==> src/rtl/digit_blink_mask_pkg.sv <==
// Shared clock-display definitions: digit geometry, setting positions,
// blink phase state encoding and small datapath helpers.
package digit_blink_mask_pkg;

  localparam int DIGIT_W = 7;
  localparam int DIGIT_N = 6;
  localparam int SEG_W   = DIGIT_W * DIGIT_N;

  localparam logic [1:0] POS_SEC  = 2'd0;
  localparam logic [1:0] POS_MIN  = 2'd1;
  localparam logic [1:0] POS_HOUR = 2'd2;
  localparam logic [1:0] POS_NONE = 2'd3;

  typedef enum logic [1:0] {
    IDLE = 2'd0,
    SHOW = 2'd1,
    HIDE = 2'd2,
    HOLD = 2'd3
  } state_e;

  // Edge counter increment that sticks at its maximum value.
  function automatic logic [3:0] cnt_inc_sat(input logic [3:0] c);
    if (c == 4'd15) begin
      return 4'd15;
    end else begin
      return c + 4'd1;
    end
  endfunction

  // Replace the digit pair under edit with the blank pattern while hidden.
  function automatic logic [SEG_W-1:0] mask_seg(
    input logic [SEG_W-1:0]   seg,
    input logic [1:0]         pos,
    input logic               phase_on,
    input logic [DIGIT_W-1:0] blank
  );
    logic [SEG_W-1:0] r;
    r = seg;
    if (!phase_on) begin
      case (pos)
        POS_SEC: begin
          r[6:0]   = blank;
          r[13:7]  = blank;
        end
        POS_MIN: begin
          r[20:14] = blank;
          r[27:21] = blank;
        end
        POS_HOUR: begin
          r[34:28] = blank;
          r[41:35] = blank;
        end
        default: begin
          r = seg;
        end
      endcase
    end else begin
      r = seg;
    end
    return r;
  endfunction

endpackage

==> src/rtl/digit_blink_mask_edge_sync_det.sv <==
// Brings an asynchronous slow reference into the clk domain and flags its
// rising edges with a one-clk pulse. Rise-to-pulse latency is 2 clk, so the
// consuming register sees the edge on the third clk.
module edge_sync_det
  import digit_blink_mask_pkg::*;
(
  input  logic clk,
  input  logic rst,
  input  logic i_async,
  output logic o_level,
  output logic o_rise
);

  logic sync1_q;
  logic sync2_q;
  logic prev_q;

  // Two-flop synchroniser followed by a history flop for edge detection.
  always_ff @(posedge clk or posedge rst) begin
    if (rst) begin
      sync1_q <= 1'b0;
      sync2_q <= 1'b0;
      prev_q  <= 1'b0;
    end else begin
      sync1_q <= i_async;
      sync2_q <= sync1_q;
      prev_q  <= sync2_q;
    end
  end

  assign o_level = sync2_q;
  assign o_rise  = sync2_q & ~prev_q;

endmodule

==> src/rtl/digit_blink_mask.sv <==
// Setting-mode blink consumer: tracks SHOW/HIDE half-periods of the blink
// reference, holds the edited digits visible after a keypress, and blanks
// the selected digit pair on the registered segment bus while hidden.
module digit_blink_mask
  import digit_blink_mask_pkg::*;
#(
  parameter int unsigned      HALF_EDGES = 32'd1,
  parameter int unsigned      HOLD_EDGES = 32'd3,
  parameter logic [DIGIT_W-1:0] BLANK    = 7'h00
) (
  input  logic             clk,
  input  logic             rst,
  input  logic             blink,
  input  logic             blink_clk,
  input  logic [1:0]       setting_position,
  input  logic [SEG_W-1:0] i_seg,
  input  logic             i_activity,
  output logic [SEG_W-1:0] o_seg,
  output logic             o_phase_on
);

  localparam logic [3:0] HALF_LAST = 4'(HALF_EDGES - 32'd1);
  localparam logic [3:0] HOLD_LAST = 4'(HOLD_EDGES - 32'd1);

  state_e           state_q, state_d;
  logic [3:0]       cnt_q, cnt_d;
  logic [1:0]       pos_q;
  logic             phase_on_q, phase_on_d;
  logic [SEG_W-1:0] seg_q, seg_d;

  logic sync_level_s;
  logic sync_rise_s;
  logic edge_s;
  logic pos_chg_s;

  edge_sync_det u_sync (
    .clk     (clk),
    .rst     (rst),
    .i_async (blink_clk),
    .o_level (sync_level_s),
    .o_rise  (sync_rise_s)
  );

  // A rise always implies a high level; qualifying keeps both outputs in use.
  assign edge_s    = sync_rise_s & sync_level_s;
  assign pos_chg_s = (setting_position != pos_q);

  // State, counter, position copy and output registers.
  always_ff @(posedge clk or posedge rst) begin
    if (rst) begin
      state_q    <= IDLE;
      cnt_q      <= 4'd0;
      pos_q      <= POS_SEC;
      phase_on_q <= 1'b1;
      seg_q      <= '0;
    end else begin
      state_q    <= state_d;
      cnt_q      <= cnt_d;
      pos_q      <= setting_position;
      phase_on_q <= phase_on_d;
      seg_q      <= seg_d;
    end
  end

  // Next-state: exit blink, keypress hold, position change, then edge counting.
  always_comb begin
    state_d = state_q;
    cnt_d   = cnt_q;
    if (!blink) begin
      state_d = IDLE;
      cnt_d   = 4'd0;
    end else if (state_q == IDLE) begin
      state_d = SHOW;
      cnt_d   = 4'd0;
    end else if (i_activity) begin
      state_d = HOLD;
      cnt_d   = 4'd0;
    end else if (pos_chg_s) begin
      state_d = SHOW;
      cnt_d   = 4'd0;
    end else if (edge_s) begin
      case (state_q)
        SHOW: begin
          if (cnt_q == HALF_LAST) begin
            state_d = HIDE;
            cnt_d   = 4'd0;
          end else begin
            cnt_d   = cnt_inc_sat(cnt_q);
          end
        end
        HIDE: begin
          if (cnt_q == HALF_LAST) begin
            state_d = SHOW;
            cnt_d   = 4'd0;
          end else begin
            cnt_d   = cnt_inc_sat(cnt_q);
          end
        end
        HOLD: begin
          if (cnt_q == HOLD_LAST) begin
            state_d = SHOW;
            cnt_d   = 4'd0;
          end else begin
            cnt_d   = cnt_inc_sat(cnt_q);
          end
        end
        default: begin
          state_d = IDLE;
          cnt_d   = 4'd0;
        end
      endcase
    end else begin
      state_d = state_q;
      cnt_d   = cnt_q;
    end
  end

  // Outputs: phase decode tracks the next state; mask uses the current phase.
  always_comb begin
    phase_on_d = 1'b1;
    if (state_d == HIDE) begin
      phase_on_d = 1'b0;
    end else begin
      phase_on_d = 1'b1;
    end
    seg_d = mask_seg(i_seg, setting_position, phase_on_q, BLANK);
  end

  assign o_seg      = seg_q;
  assign o_phase_on = phase_on_q;

endmodule

==> config.mk <==
export PLATFORM = sky130hd
export DESIGN_NAME = digit_blink_mask
export DESIGN_NICKNAME = d
export VERILOG_FILES = /design/src/rtl/digit_blink_mask_pkg.sv /design/src/rtl/digit_blink_mask_edge_sync_det.sv /design/src/rtl/digit_blink_mask.sv
export SDC_FILE = /design/constraint.sdc
export NUM_CORES = 1
export LEC_CHECK = 0
export BUFFER_PORTS_ARGS = -buffer_cell sky130_fd_sc_hd__buf_4
export CORE_MARGIN = 3
export CORE_UTILIZATION = 25
export DETAILED_ROUTE_END_ITERATION = 10
export GPL_TIMING_DRIVEN = 0
export PLACE_DENSITY = 0.53
export SYNTH_ARGS = -nofsm -noshare
export SYNTH_HDL_FRONTEND = slang
export SYNTH_SLANG_ARGS = --single-unit
==> constraint.sdc <==
create_clock -name clk -period 2.2 [get_ports clk]
set_input_delay 0.44 -clock clk [delete_from_list [all_inputs] [get_ports clk]]
set_output_delay 0.44 -clock clk [all_outputs]
set_load 0.05 [all_outputs]
# [Word level (Yosys, flattened, before mapping)]
# Index checks and enable logic that the tools add are counted.
[classes] add_sub_neg=1 n_bitwise=3 n_reduce_logical=4 n_eq_ne=10 mux=23
[op_table] op="14-bit two-way mux" count=3
[op_table] op="42-bit two-way mux" count=1
[op_table] op="4-bit two-way mux" count=8
[op_table] op="2-bit two-way mux" count=8
[op_table] op="2-bit equality test (second input constant)" count=4
[op_table] op="4-bit one-hot mux with 2 select lines" count=1
[op_table] op="2-bit one-hot mux with 3 select lines" count=1
[op_table] op="5-bit by 1-bit != test with 1-bit output (second input constant)" count=1
[op_table] op="4-bit by 1-bit adder with 4-bit output (second input constant)" count=1
[op_table] op="2-bit by 1-bit equality test with 1-bit output (second input constant)" count=2
[op_table] op="4-bit by 2-bit equality test with 1-bit output (second input constant)" count=1
[op_table] op="4-bit equality test (second input constant)" count=1
[op_table] op="2-bit logical NOT" count=2
[op_table] op="4-bit logical NOT" count=1
[op_table] op="1-bit bitwise AND" count=2
[op_table] op="2-bit != test" count=1
[op_table] op="2-bit OR reduction" count=1
[op_table] op="1-bit two-way mux" count=1
[op_table] op="1-bit NOT" count=1
[word_totals] word_cells=49 ff_bits=54 inputBits=49 out_inout_bits=43

# [Longest topological paths before layout]
# Gate-level depths: netlist of run 1.
[logic_depth] depth_word=10 ltp_mapped=6 ltp_nobuf=6

# [By module]
# From an unflattened synthesis of run 1, not the netlist that was laid out.
[hier_totals] hier_cells=166 area_unflattened_um2=2079.5
[modules_own_cells] module="digit_blink_mask" area_per_inst_um2=1986.9 seq_area_each_um2=1277.5 n_inst=1 cells_per_inst=161
[modules_own_cells] module="edge_sync_det" area_per_inst_um2=92.6 seq_area_each_um2=75.1 n_inst=1 cells_per_inst=5

# [Least setup slack after synthesis of run 1]
# OpenSTA, ideal clock, no wires.
[synth_path] path_type="register to register" start="register cnt_q[0]" end="register phase_on_q (netlist: o_phase_on)" arrival_ps=1639 t_required_ps=2112 setup_time_ps=88 setup_slack_ps=473 stages_incl_launch_ff=7 n_path_buf=0 period_less_slack_ps=1727 path_cell_list="dfrtp_1 > inv_1 > ha_1 > or3b_4 > mux2_4 > nand4_2 > or3_1"
[synth_via] elab_chain_cells=10 elab_cells_between_ends=13 classes_between="eq/ne: 2; mux: 10; reduce/logical: 1"
[synth_lines] item="start, declared" line_no="digit_blink_mask.sv:26" rtl="logic [3:0] cnt_q, cnt_d;"
[synth_lines] item="start signal, assigned" line_no="digit_blink_mask.sv:58" rtl="cnt_q <= cnt_d;"
[synth_lines] item="4-bit by 2-bit equality test with 1-bit output or 4-bit logical NOT (tied branches)" line_no="digit_blink_mask.sv:100, digit_blink_mask.sv:84, digit_blink_mask.sv:92"
[synth_lines] item="2-bit two-way mux, on equally long branches" line_no="digit_blink_mask.sv:100, digit_blink_mask.sv:84, digit_blink_mask.sv:92"
[synth_lines] item="2-bit one-hot mux with 3 select lines *" line_no="digit_blink_mask.sv:82" rtl="case (state_q)"
[synth_lines] item="2-bit two-way mux *" line_no="digit_blink_mask.sv:81" rtl="end else if (edge_s) begin"
[synth_lines] item="2-bit two-way mux *" line_no="digit_blink_mask.sv:78" rtl="end else if (pos_chg_s) begin"
[synth_lines] item="2-bit two-way mux *" line_no="digit_blink_mask.sv:75" rtl="end else if (i_activity) begin"
[synth_lines] item="2-bit two-way mux *" line_no="digit_blink_mask.sv:72" rtl="end else if (state_q == IDLE) begin"
[synth_lines] item="2-bit two-way mux *" line_no="digit_blink_mask.sv:69" rtl="if (!blink) begin"
[synth_lines] item="2-bit equality test *" line_no="digit_blink_mask.sv:121" rtl="if (state_d == HIDE) begin"
[synth_lines] item="1-bit two-way mux *" line_no="digit_blink_mask.sv:121"
[synth_lines] item="net phase_on_d" line_no="digit_blink_mask.sv:28" rtl="logic phase_on_q, phase_on_d;"
[synth_lines] item="end signal, assigned" line_no="digit_blink_mask.sv:60" rtl="phase_on_q <= phase_on_d;"
[synth_lines] item="end, declared" line_no="digit_blink_mask.sv:28"
# The timed path passes the listed nets; every way through them passes the cells marked *.
# A chain may end at the register's enable or synchronous reset.

# [Worst setup path in the final report of run 1]
# Same ends and word-level chain as after synthesis.

==> impl_results.md, run 1 <==
- First-pass GRT wire length: 8050 um
- Simple-gate share of the synthesized area: 0.220
- WS Path Type: reg2reg
- Unrepaired setup endpoints after global routing: no
- Outcome: complete, no violations
- Netlist cell types: 31
- Met2 WL post-DR: 2330 um
- Min-delay worst type: in2async
- Max Cap Viol: 0
- Cell Chain, Critical Path: inv_1 -> ha_1 -> or3b_4 -> mux2_4 -> nand4_2 -> or3_1
- Clock sink total: 54
- Antenna violations before repair: 0
- Final period utilization: 0.854
- TritonCTS clock tree: built
- Reg2reg path depth: 6
- Resized Gates After CTS: 0
- Top Metal Used: met4
- DRC: 0
- Slowest-stage cell, CP: dfrtp_1
- Root Driver: clkbuf_8
- Peak Freq: 533 MHz
- CTS Buf Count: 5
- Worst setup SP type: flop
- CP required: 2.42 ns
- Power density over the cells: 666 mW/mm^2
- Core Rows: 32
- Final Net Count: 319
- Xor/xnor share of the synthesized area: 0.00846
- Layout cells sized above 1: 0.411
- Async S/R FF share, synth: 1.00
- YS warnings: 0
- Buffers on Ports: 91
- Static Leakage: 1.44 nW
- Die X: 97.0 um
- Worst slack at placement: 0.350 ns
- Detailed-routed wire length on met3: 422 um
- Final Instance Area: 0.00300 sq mm
- Levels on crit path: 6
- Final WS setup: 0.322 ns
- WL per Instance: 12.9 um
- Seq/Total Area, Yosys: 0.653
- Number of global-route vias before repair: 1,638
- Die footprint: 0.00941 sq mm
- Met1 WL: 1920 um
- Crit-path leading delay family: simple AND/OR/NAND/NOR gates
- Core area: 0.00789 sq mm
- Detailed Route WL: 4700 um
- Synth Area per Inst: 12.7 sq um
- Slew Limit Fails: 0
- Filler cells: 779
- Initial core utilization: 0.263
- Least-Margin Pin Slew: 0.602 ns
- First-iteration detailed-routing DRC count: 60
- Worst skew pair latency: 0.30 ns
- Vias: 1,510
- Global-route usage over all layers: 0.105
- Total congestion overflow: 0
- Placed inst area: 0.00290 sq mm
- Setup violations, final: 0
- Post-Syn Nets: 220
- Largest net degree at the start of global routing: 29
- Seq. cell area: 0.00135 sq mm
- WP buf/inv: 1
- Clock transition at path regs: 0.10 ns
- Post-CTS Hold Buffers: 0
- DR pass1 iterations: 4
- Compound-cell area share of the yosys netlist: 0.0423
- Tmin final: 1.88 ns
- Postcts setup bufs: 0
- Post-Synth Adder-Cell Area: 0.0483
- Crit path largest cell delay: 0.43 ns
- Routed Antenna Nets: 0
- Hpwl dp: 3650 um
- Post-Syn Area: 0.00207 sq mm
- Clock buffer depth: 2
- Die height: 97.0 um
- Synthesized instance count: 163
- CP Capture Type: flop
- Peak supply drop: 0.290 mV
- Ant. Diodes: 0
- Placer Congestion: 0.772
- Synth-to-layout area growth: 44.7%
- Mux share of post-synthesis cell area: 0.00725
- Final Hold Viols: 0
- Area occupied by multi-input gates: 676 sq um
- Post-synth EDFFs: 0
- Critical Path AT: 2.10 ns
- Io pins: 92
- Largest family of logic cells by synthesized area: simple AND/OR/NAND/NOR gates
- Prevailing post-synth register cell: dfrtp_1
- Max transition margin: 0.596
- Critical Path Fanout Max: 5
- H-tree lvl count: 2
- Drt via density: 4.14
- Synth Register Bits: 54
- Worst clock skew: 0.0124 ns
per-layer routing:
| layer | vias up | global-route usage |
|---|---|---|
| li1 | 721 | - |
| met1 | 732 | 0.125 |
| met2 | 55 | 0.169 |
| met3 | 2 | 0.0490 |
| met4 | 0 | 0.0324 |
| met5 | - | 0 |
synthesized netlist by cell type (3+ instances only):
master | count | area [sq um]
dfrtp_1 | 53 | 1330
nor2b_1 | 44 | 275
ha_1 | 8 | 100
inv_1 | 7 | 26.3
nand2_1 | 7 | 26.3
a21oi_1 | 6 | 30.0
nor2_1 | 4 | 15.0
clkbuf_1 | 3 | 11.3
cell type report:
| cell class | count | share of cell area |
|---|---|---|
| timing repair buffer | 92 | 0.235 |
| multi-input combinational | 98 | 0.225 |
| inverter | 7 | 0.00877 |
| clock buffer | 7 | 0.0288 |
| clock inverter | 1 | 0.00292 |
| sequential | 54 | 0.451 |
| buffer | 4 | 0.00543 |
| tap | 102 | 0.0426 |
worst paths after layout:
kind / start / to / slack (ns)
worst max-delay path: cnt_q[0] / o_phase_on / 0.32
worst min-delay path: rst / o_seg[34] / 0.19
worst max register to register: cnt_q[0] / o_phase_on / 0.32
worst min register to register: u_sync.sync1_q / u_sync.o_level / 0.37
max in group asynchronous: rst / o_phase_on / 1.39
min in group clk: blink_clk / u_sync.sync1_q / 0.24
flip-flops by register name (all words and copies together), names as in the netlist:
register	count
pos_q	2
cnt_q	4
o_seg	42
u_sync.prev_q	1
u_sync.sync1_q	1
o_phase_on	1
state_q	2
u_sync.o_level	1
layout by cell type, fill, tap and decap left out, types with 2 or more instances in the layout:
master,n
buf_4,91
dfrtp_1,53
nor2b_1,44
ha_1,8
nand2_1,7
inv_1,6
a21oi_1,6
clkbuf_8,6
clkbuf_1,4
nor2_1,4
nand3b_1,2
nand2b_1,2
o21ai_0,2
xor2_1,2
nor3b_2,2
nor3_1,2
or3_1,2
nand3_1,2
kinds of logic after synthesis:
kind of cell,after synthesis
xor gates and xnor gates,2
AOI/OAI and AO/OA,14
DFF,54
muxes,1
buffers and inverters,11
adders and majority gates,8
and+or+nand+nor,73
per-stage QoR:
stage	TNS [ns]	cells	hold slack, ns	util	power (mW)
6_report	0	365	0.193	0.380	2.00
5_1_grt	0	365	0.209	0.380	2.12
4_1_cts	0	365	0.205	0.380	2.03
3_5_place_dp	0	357	0.339	0.368	1.45
3_3_place_gp	-15.82	356	0.336	0.365	1.44
2_1_floorplan	0	163	0.331	-	1.29
power breakdown:
group | total (mW) | switching, mW | internal (mW)
clock network | 0.576 | 0.315 | 0.261
registers | 1.06 | 0.0176 | 1.04
logic | 0.366 | 0.223 | 0.142
Note: power is estimated with default switching activity, not from simulation.
==> run 2: changes to the inputs <==
--- a/config.mk
+++ b/config.mk
@@ -11,6 +11,7 @@
 export DETAILED_ROUTE_END_ITERATION = 10
 export GPL_TIMING_DRIVEN = 0
 export PLACE_DENSITY = 0.53
+export RECOVER_POWER = 50
 export SYNTH_ARGS = -nofsm -noshare
 export SYNTH_HDL_FRONTEND = slang
 export SYNTH_SLANG_ARGS = --single-unit
==> run 2 against run 1 <==
Effect of this change: first-iteration DRC count down 3.3%; power down 0.30%; clock power up 0.7%; maximum frequency up 0.39%; critical path depth unchanged; global-route usage unchanged; count of clock-buffer cells in the layout unchanged; setup slack better by 0.0072 ns; largest cell class unchanged; highest routed layer unchanged; design area down 1.6%; clock skew down 0.00056 ns; register-to-register slack about the same; utilization down 0.60 points; critical endpoint unchanged.
==> impl_results.md, run 2 (synthesis gave the netlist of run 1 again) <==
- Outcome: complete, no violations
- Sw frac: 0.281 (+0.00209)
- Worst skew pair latency: 0.30 ns (about the same)
- Clock Power Share: 0.291 (+0.003)
- Core Rows: 32 (unchanged)
- Core Util, Final: 0.374 (-0.00603)
- Critical Path AT: 2.10 ns (about the same)
- Peak Freq: 535 MHz (+0.39%)
- Buffers on Ports: 91 (unchanged)
- Postcts setup bufs: 0 (unchanged)
- Sequential share of power: 0.530 (+0.002)
- CTS Buf Count: 5 (unchanged)
- Worst Hold Slack: 0.259 ns (+0.0663 ns)
- Root Driver: clkbuf_8
- Ant. Diodes: 0 (unchanged)
- Placed inst area: 0.00290 sq mm (unchanged)
- Worst slack at placement: 0.350 ns (unchanged)
- Critical Path Fanout Max: 5 (unchanged)
- Tmin final: 1.87 ns (-0.00723 ns)
- Resized Gates After CTS: 0 (unchanged)
- Clock transition at path regs: 0.10 ns (about the same)
- Core area: 0.00789 sq mm (unchanged)
- Min-delay worst type: in2reg
- WL per Instance: 12.9 um (+0.11%)
- Detailed Route WL: 4700 um (+0.11%)
- Final period utilization: 0.850 (-0.00329)
- Io pins: 92 (unchanged)
- Total Power: 1.99 mW (-0.30%)
- WS Path Type: reg2reg
- Die height: 97.0 um (unchanged)
- Commonest non-fill, non-tap cell in the layout: buf_4
- P_sw: 0.558 mW (+0.44%)
- Clock sink total: 54 (unchanged)
- CP required: 2.43 ns (about the same)
- Internal power: 1.43 mW (-0.59%)
- CP Capture Type: flop
- Unrepaired setup endpoints after global routing: no
- Final setup TNS: 0 ns (unchanged)
- TritonCTS clock tree: built
- Vias: 1,506 (-0.26%)
- Static Leakage: 1.41 nW (-2.1%)
- Setup violations, final: 0 (unchanged)
- DR pass1 iterations: 4 (unchanged)
- Global-route usage over all layers: 0.105 (unchanged)
- Synth-to-layout area growth: 42.4%
- Clock buffer depth: 2 (unchanged)
- Initial core utilization: 0.263 (unchanged)
- Routed Antenna Nets: 0 (unchanged)
- Crit path largest cell delay: 0.43 ns (about the same)
- Die X: 97.0 um (unchanged)
- Placer Congestion: 0.772 (unchanged)
- Placed Cells: 357 (unchanged)
- Largest net degree at the start of global routing: 29 (unchanged)
- Final Net Count: 319 (unchanged)
- Hpwl dp: 3650 um (unchanged)
- H-tree lvl count: 2 (unchanged)
- Die footprint: 0.00941 sq mm (unchanged)
- Antenna violations before repair: 0 (unchanged)
- Total congestion overflow: 0 (unchanged)
- Final Hold Viols: 0 (unchanged)
- Layout cells sized above 1: 0.373 (-0.0380)
- Max Cap Viol: 0 (unchanged)
- Worst setup SP type: flop
- Final WS setup: 0.329 ns (+0.00723 ns)
- First-pass GRT wire length: 8050 um (unchanged)
- Least-Margin Pin Slew: 0.987 ns (+0.385 ns)
- Gate power share: 0.179 (-0.004)
- Slowest-stage cell, CP: dfrtp_1
- Number of global-route vias before repair: 1,638 (unchanged)
- Worst clock skew: 0.0118 ns (-0.000565 ns)
- Max transition margin: 0.341 (-0.254)
- Power density over the cells: 675 mW/mm^2 (+1.3%)
- Max reg flops: 42 (unchanged)
- Post-CTS Hold Buffers: 0 (unchanged)
- Final Instance Area: 0.00295 sq mm (-1.6%)
- DRC: 0 (unchanged)
- Commonest non-fill, non-tap cells in the layout: 83 x buf_4, 53 x dfrtp_1, 44 x nor2b_1, 10 x clkbuf_1, 8 x ha_1
- Drt via density: 4.13 (-0.26%)
- Peak supply drop: 0.291 mV (+0.53%)
- Non-filler cells, final: 365 (unchanged)
- First-iteration detailed-routing DRC count: 58 (-3.3%)
- Cell Chain, Critical Path: inv_1 -> ha_1 -> or3b_4 -> mux2_4 -> nand4_2 -> or3_1
- Slew Limit Fails: 0 (unchanged)
[run 2: cell types whose count changed in the layout (fill, tap and decap cells not counted), sizes merged]
cell    delta
buf        -9
clkbuf     +9
[run 2: per-layer routing]
metal | wire length [um] | up-vias | track usage
li1 | - | 719 | -
met1 | 1900 | 729 | 0.125
met2 | 2330 | 54 | 0.169
met3 | 441 | 4 | 0.0490
met4 | 31 | 0 | 0.0324
met5 | 0 | - | 0
[run 2: final timing paths]
kind | start | endpoint | cells past startpoint | slack (ns)
max | cnt_q[0] | o_phase_on | 6 | 0.33
min | blink_clk | u_sync.sync1_q | 1 | 0.26
max reg2reg | cnt_q[0] | o_phase_on | 6 | 0.33
min reg2reg | u_sync.sync1_q | u_sync.o_level | 0 | 0.37
max in group asynchronous | rst | cnt_q[3] | 3 | 0.61
min in group asynchronous | rst | o_seg[34] | 2 | 0.36
[run 2: critical path, delay by kind of cell, from the launching register on]
family	cells	cell delay, ns
fa+ha+maj	1	0.19
simple gates	3	0.88
mux	1	0.21
buf+inv	1	0.10
flops	1	0.43
[run 2: area by class of cell]
cell class,count,area [sq um]
flip-flops and latches,54,1350
clock inverters,1,8.76
inverters,7,26.3
repair buffers,92,666
well taps,102,128
fillers,788,4940
multi-input cells,98,666
plain buffers,4,16.3
clock buffers,7,86.3
[run 2: power groups by stage]
stage          logic [mW]  registers [mW]  clock network [mW]
2_1_floorplan      0.0712            1.22                   0
3_3_place_gp        0.364            1.07                   0
3_5_place_dp        0.372            1.07                   0
4_1_cts             0.372            1.06               0.606
5_1_grt             0.384            1.06               0.664
6_report            0.356            1.05               0.580
==> run 3: changes to the inputs <==
==> constraint.sdc (replaced) <==
create_clock -name clk -period 2.2 [get_ports clk]
set_input_delay 0.44 -clock clk [delete_from_list [all_inputs] [get_ports clk]]
set_output_delay 0.44 -clock clk [all_outputs]
set_load 0.005 [all_outputs]
==> run 3 against run 2 <==
Effect of this change: wire length about the same; largest cell class unchanged; maximum frequency about the same; critical path type unchanged; non-clock buffer count unchanged; count of clock-buffer cells in the layout unchanged; register-to-register slack about the same.
==> impl_results.md, run 3 (synthesis gave the netlist of run 1 again) <==
- Commonest non-fill, non-tap cell in the layout: buf_4
- Power density over the cells: 624 mW/mm^2 (-7.6%)
- Slowest-stage cell, CP: dfrtp_1
- First-pass GRT wire length: 8050 um (unchanged)
- Total congestion overflow: 0 (unchanged)
- Core area: 0.00789 sq mm (unchanged)
- Static Leakage: 1.42 nW (+0.96%)
- Worst setup path endpoint: o_phase_on
- Max reg flops: 42 (unchanged)
- Worst slack at placement: 0.350 ns (unchanged)
- Slew Limit Fails: 0 (unchanged)
- Placed inst area: 0.00290 sq mm (unchanged)
- Critical Path Source: cnt_q[0]
- Worst Hold Launch: blink_clk
- WP buf/inv: 1 (unchanged)
- Unrepaired setup endpoints after global routing: no
- Clock buffer depth: 2 (unchanged)
- Resized Gates After CTS: 0 (unchanged)
- Crit-path leading delay family: simple AND/OR/NAND/NOR gates
- Worst r2r src: cnt_q[0]
- Worst clock skew: 0.0119 ns (+0.0000444 ns)
- Critical Path AT: 2.10 ns (about the same)
- Io pins: 92 (unchanged)
- Die height: 97.0 um (unchanged)
- Levels on crit path: 6 (unchanged)
- Antenna violations before repair: 0 (unchanged)
- Peak Freq: 535 MHz (about the same)
- WS Path Type: reg2reg
- Global-route usage over all layers: 0.105 (unchanged)
- Final Hold Viols: 0 (unchanged)
- Core Rows: 32 (unchanged)
- Largest net degree at the start of global routing: 29 (unchanged)
- Reg2reg path depth: 6 (unchanged)
- Initial core utilization: 0.263 (unchanged)
- Final period utilization: 0.850 (about the same)
- Final Instance Area: 0.00296 sq mm (+0.51%)
- Clock sink total: 54 (unchanged)
- Cell Chain, Critical Path: inv_1 -> ha_1 -> or3b_4 -> mux2_4 -> nand4_2 -> or3_1
- Peak supply drop: 0.283 mV (-2.7%)
- Least-Margin Pin Slew: 0.987 ns (unchanged)
- Clock transition at path regs: 0.10 ns (about the same)
- Drt via density: 4.13 (unchanged)
- Final WS setup: 0.330 ns (+0.0000670 ns)
- Vias: 1,506 (unchanged)
- Min-delay worst type: in2reg
- Buffers on Ports: 91 (unchanged)
- H-tree lvl count: 2 (unchanged)
- Root Driver: clkbuf_8
- Postcts setup bufs: 0 (unchanged)
- Detailed Route WL: 4700 um (about the same)
- Tmin final: 1.87 ns (-0.0000670 ns)
- Worst setup SP type: flop
- Routed Antenna Nets: 0 (unchanged)
- Worst skew pair latency: 0.30 ns (about the same)
- Die footprint: 0.00941 sq mm (unchanged)
- Max Cap Viol: 0 (unchanged)
- Final setup TNS: 0 ns (unchanged)
- Commonest non-fill, non-tap cells in the layout: 82 x buf_4, 53 x dfrtp_1, 44 x nor2b_1, 8 x ha_1
- TritonCTS clock tree: built
- Total Power: 1.85 mW (-7.1%)
- WL per Instance: 12.9 um (about the same)
- Synth-to-layout area growth: 43.1%
- Ant. Diodes: 0 (unchanged)
- First-iteration detailed-routing DRC count: 58 (unchanged)
- Crit path largest cell delay: 0.43 ns (about the same)
- Post-CTS Hold Buffers: 0 (unchanged)
- Number of global-route vias before repair: 1,638 (unchanged)
- Final Net Count: 319 (unchanged)
- CP required: 2.43 ns (about the same)
- Placer Congestion: 0.772 (unchanged)
- CP Capture Type: flop
- Worst reg-to-reg setup slack: 0.33 ns (about the same)
- R2R Path End: o_phase_on
- Hpwl dp: 3650 um (unchanged)
- Layout cells sized above 1: 0.388 (+0.0152)
- Setup violations, final: 0 (unchanged)
- Max transition margin: 0.341 (unchanged)
- Critical Path Fanout Max: 5 (unchanged)
- CTS Buf Count: 5 (unchanged)
- Outcome: complete, no violations
- Die X: 97.0 um (unchanged)
- DRC: 0 (unchanged)
- DR pass1 iterations: 4 (unchanged)
-- run 3: worst min path at each step --
stage                     slack, ns              to  cells past startpoint
after floorplan                0.33  u_sync.o_level                      0
after global placement         0.34  u_sync.o_level                      0
after detailed placement       0.34  u_sync.o_level                      0
after CTS                      0.21       o_seg[34]                      2
after global routing           0.23  u_sync.sync1_q                      1
final                          0.26  u_sync.sync1_q                      1
-- run 3: worst register-to-register path, cell delays in order, from the launching register on --
cell	delay [ns]
dfrtp_1	0.43
inv_1	0.10
ha_1	0.19
or3b_4	0.40
mux2_4	0.21
nand4_2	0.07
or3_1	0.41
-- run 3: area by class of cell --
class	instances	area [sq um]
plain buffers	4	16.3
clock buffers	7	86.3
clock inverters	1	8.76
fillers	781	4920
inverters	7	26.3
multi-input cells	98	666
flip-flops and latches	54	1350
well taps	102	128
repair buffers	92	681
-- run 3: layer usage --
layer / vias to the layer above / GRT usage / routed length, um
met2: 54 / 0.169 / 2330
met4: 0 / 0.0324 / 31
met1: 729 / 0.125 / 1890
met5: - / 0 / 0
met3: 4 / 0.0490 / 441
li1: 719 / - / -
-- run 3: metrics by stage --
step           hold WS [ns]  utilization  std cells
2_1_floorplan         0.331            -        163
3_3_place_gp          0.336        0.365        356
3_5_place_dp          0.339        0.368        357
4_1_cts               0.205        0.380        365
5_1_grt               0.231        0.376        365
6_report              0.259        0.376        365
-- run 3: power breakdown --
group / internal [mW] / leakage, nW / total (mW) / switching, mW
logic: 0.132 / 0.734 / 0.215 / 0.0828
clock network: 0.261 / 0.0489 / 0.580 / 0.319
registers: 1.04 / 0.638 / 1.05 / 0.0174
total: 1.43 / 1.42 / 1.85 / 0.419
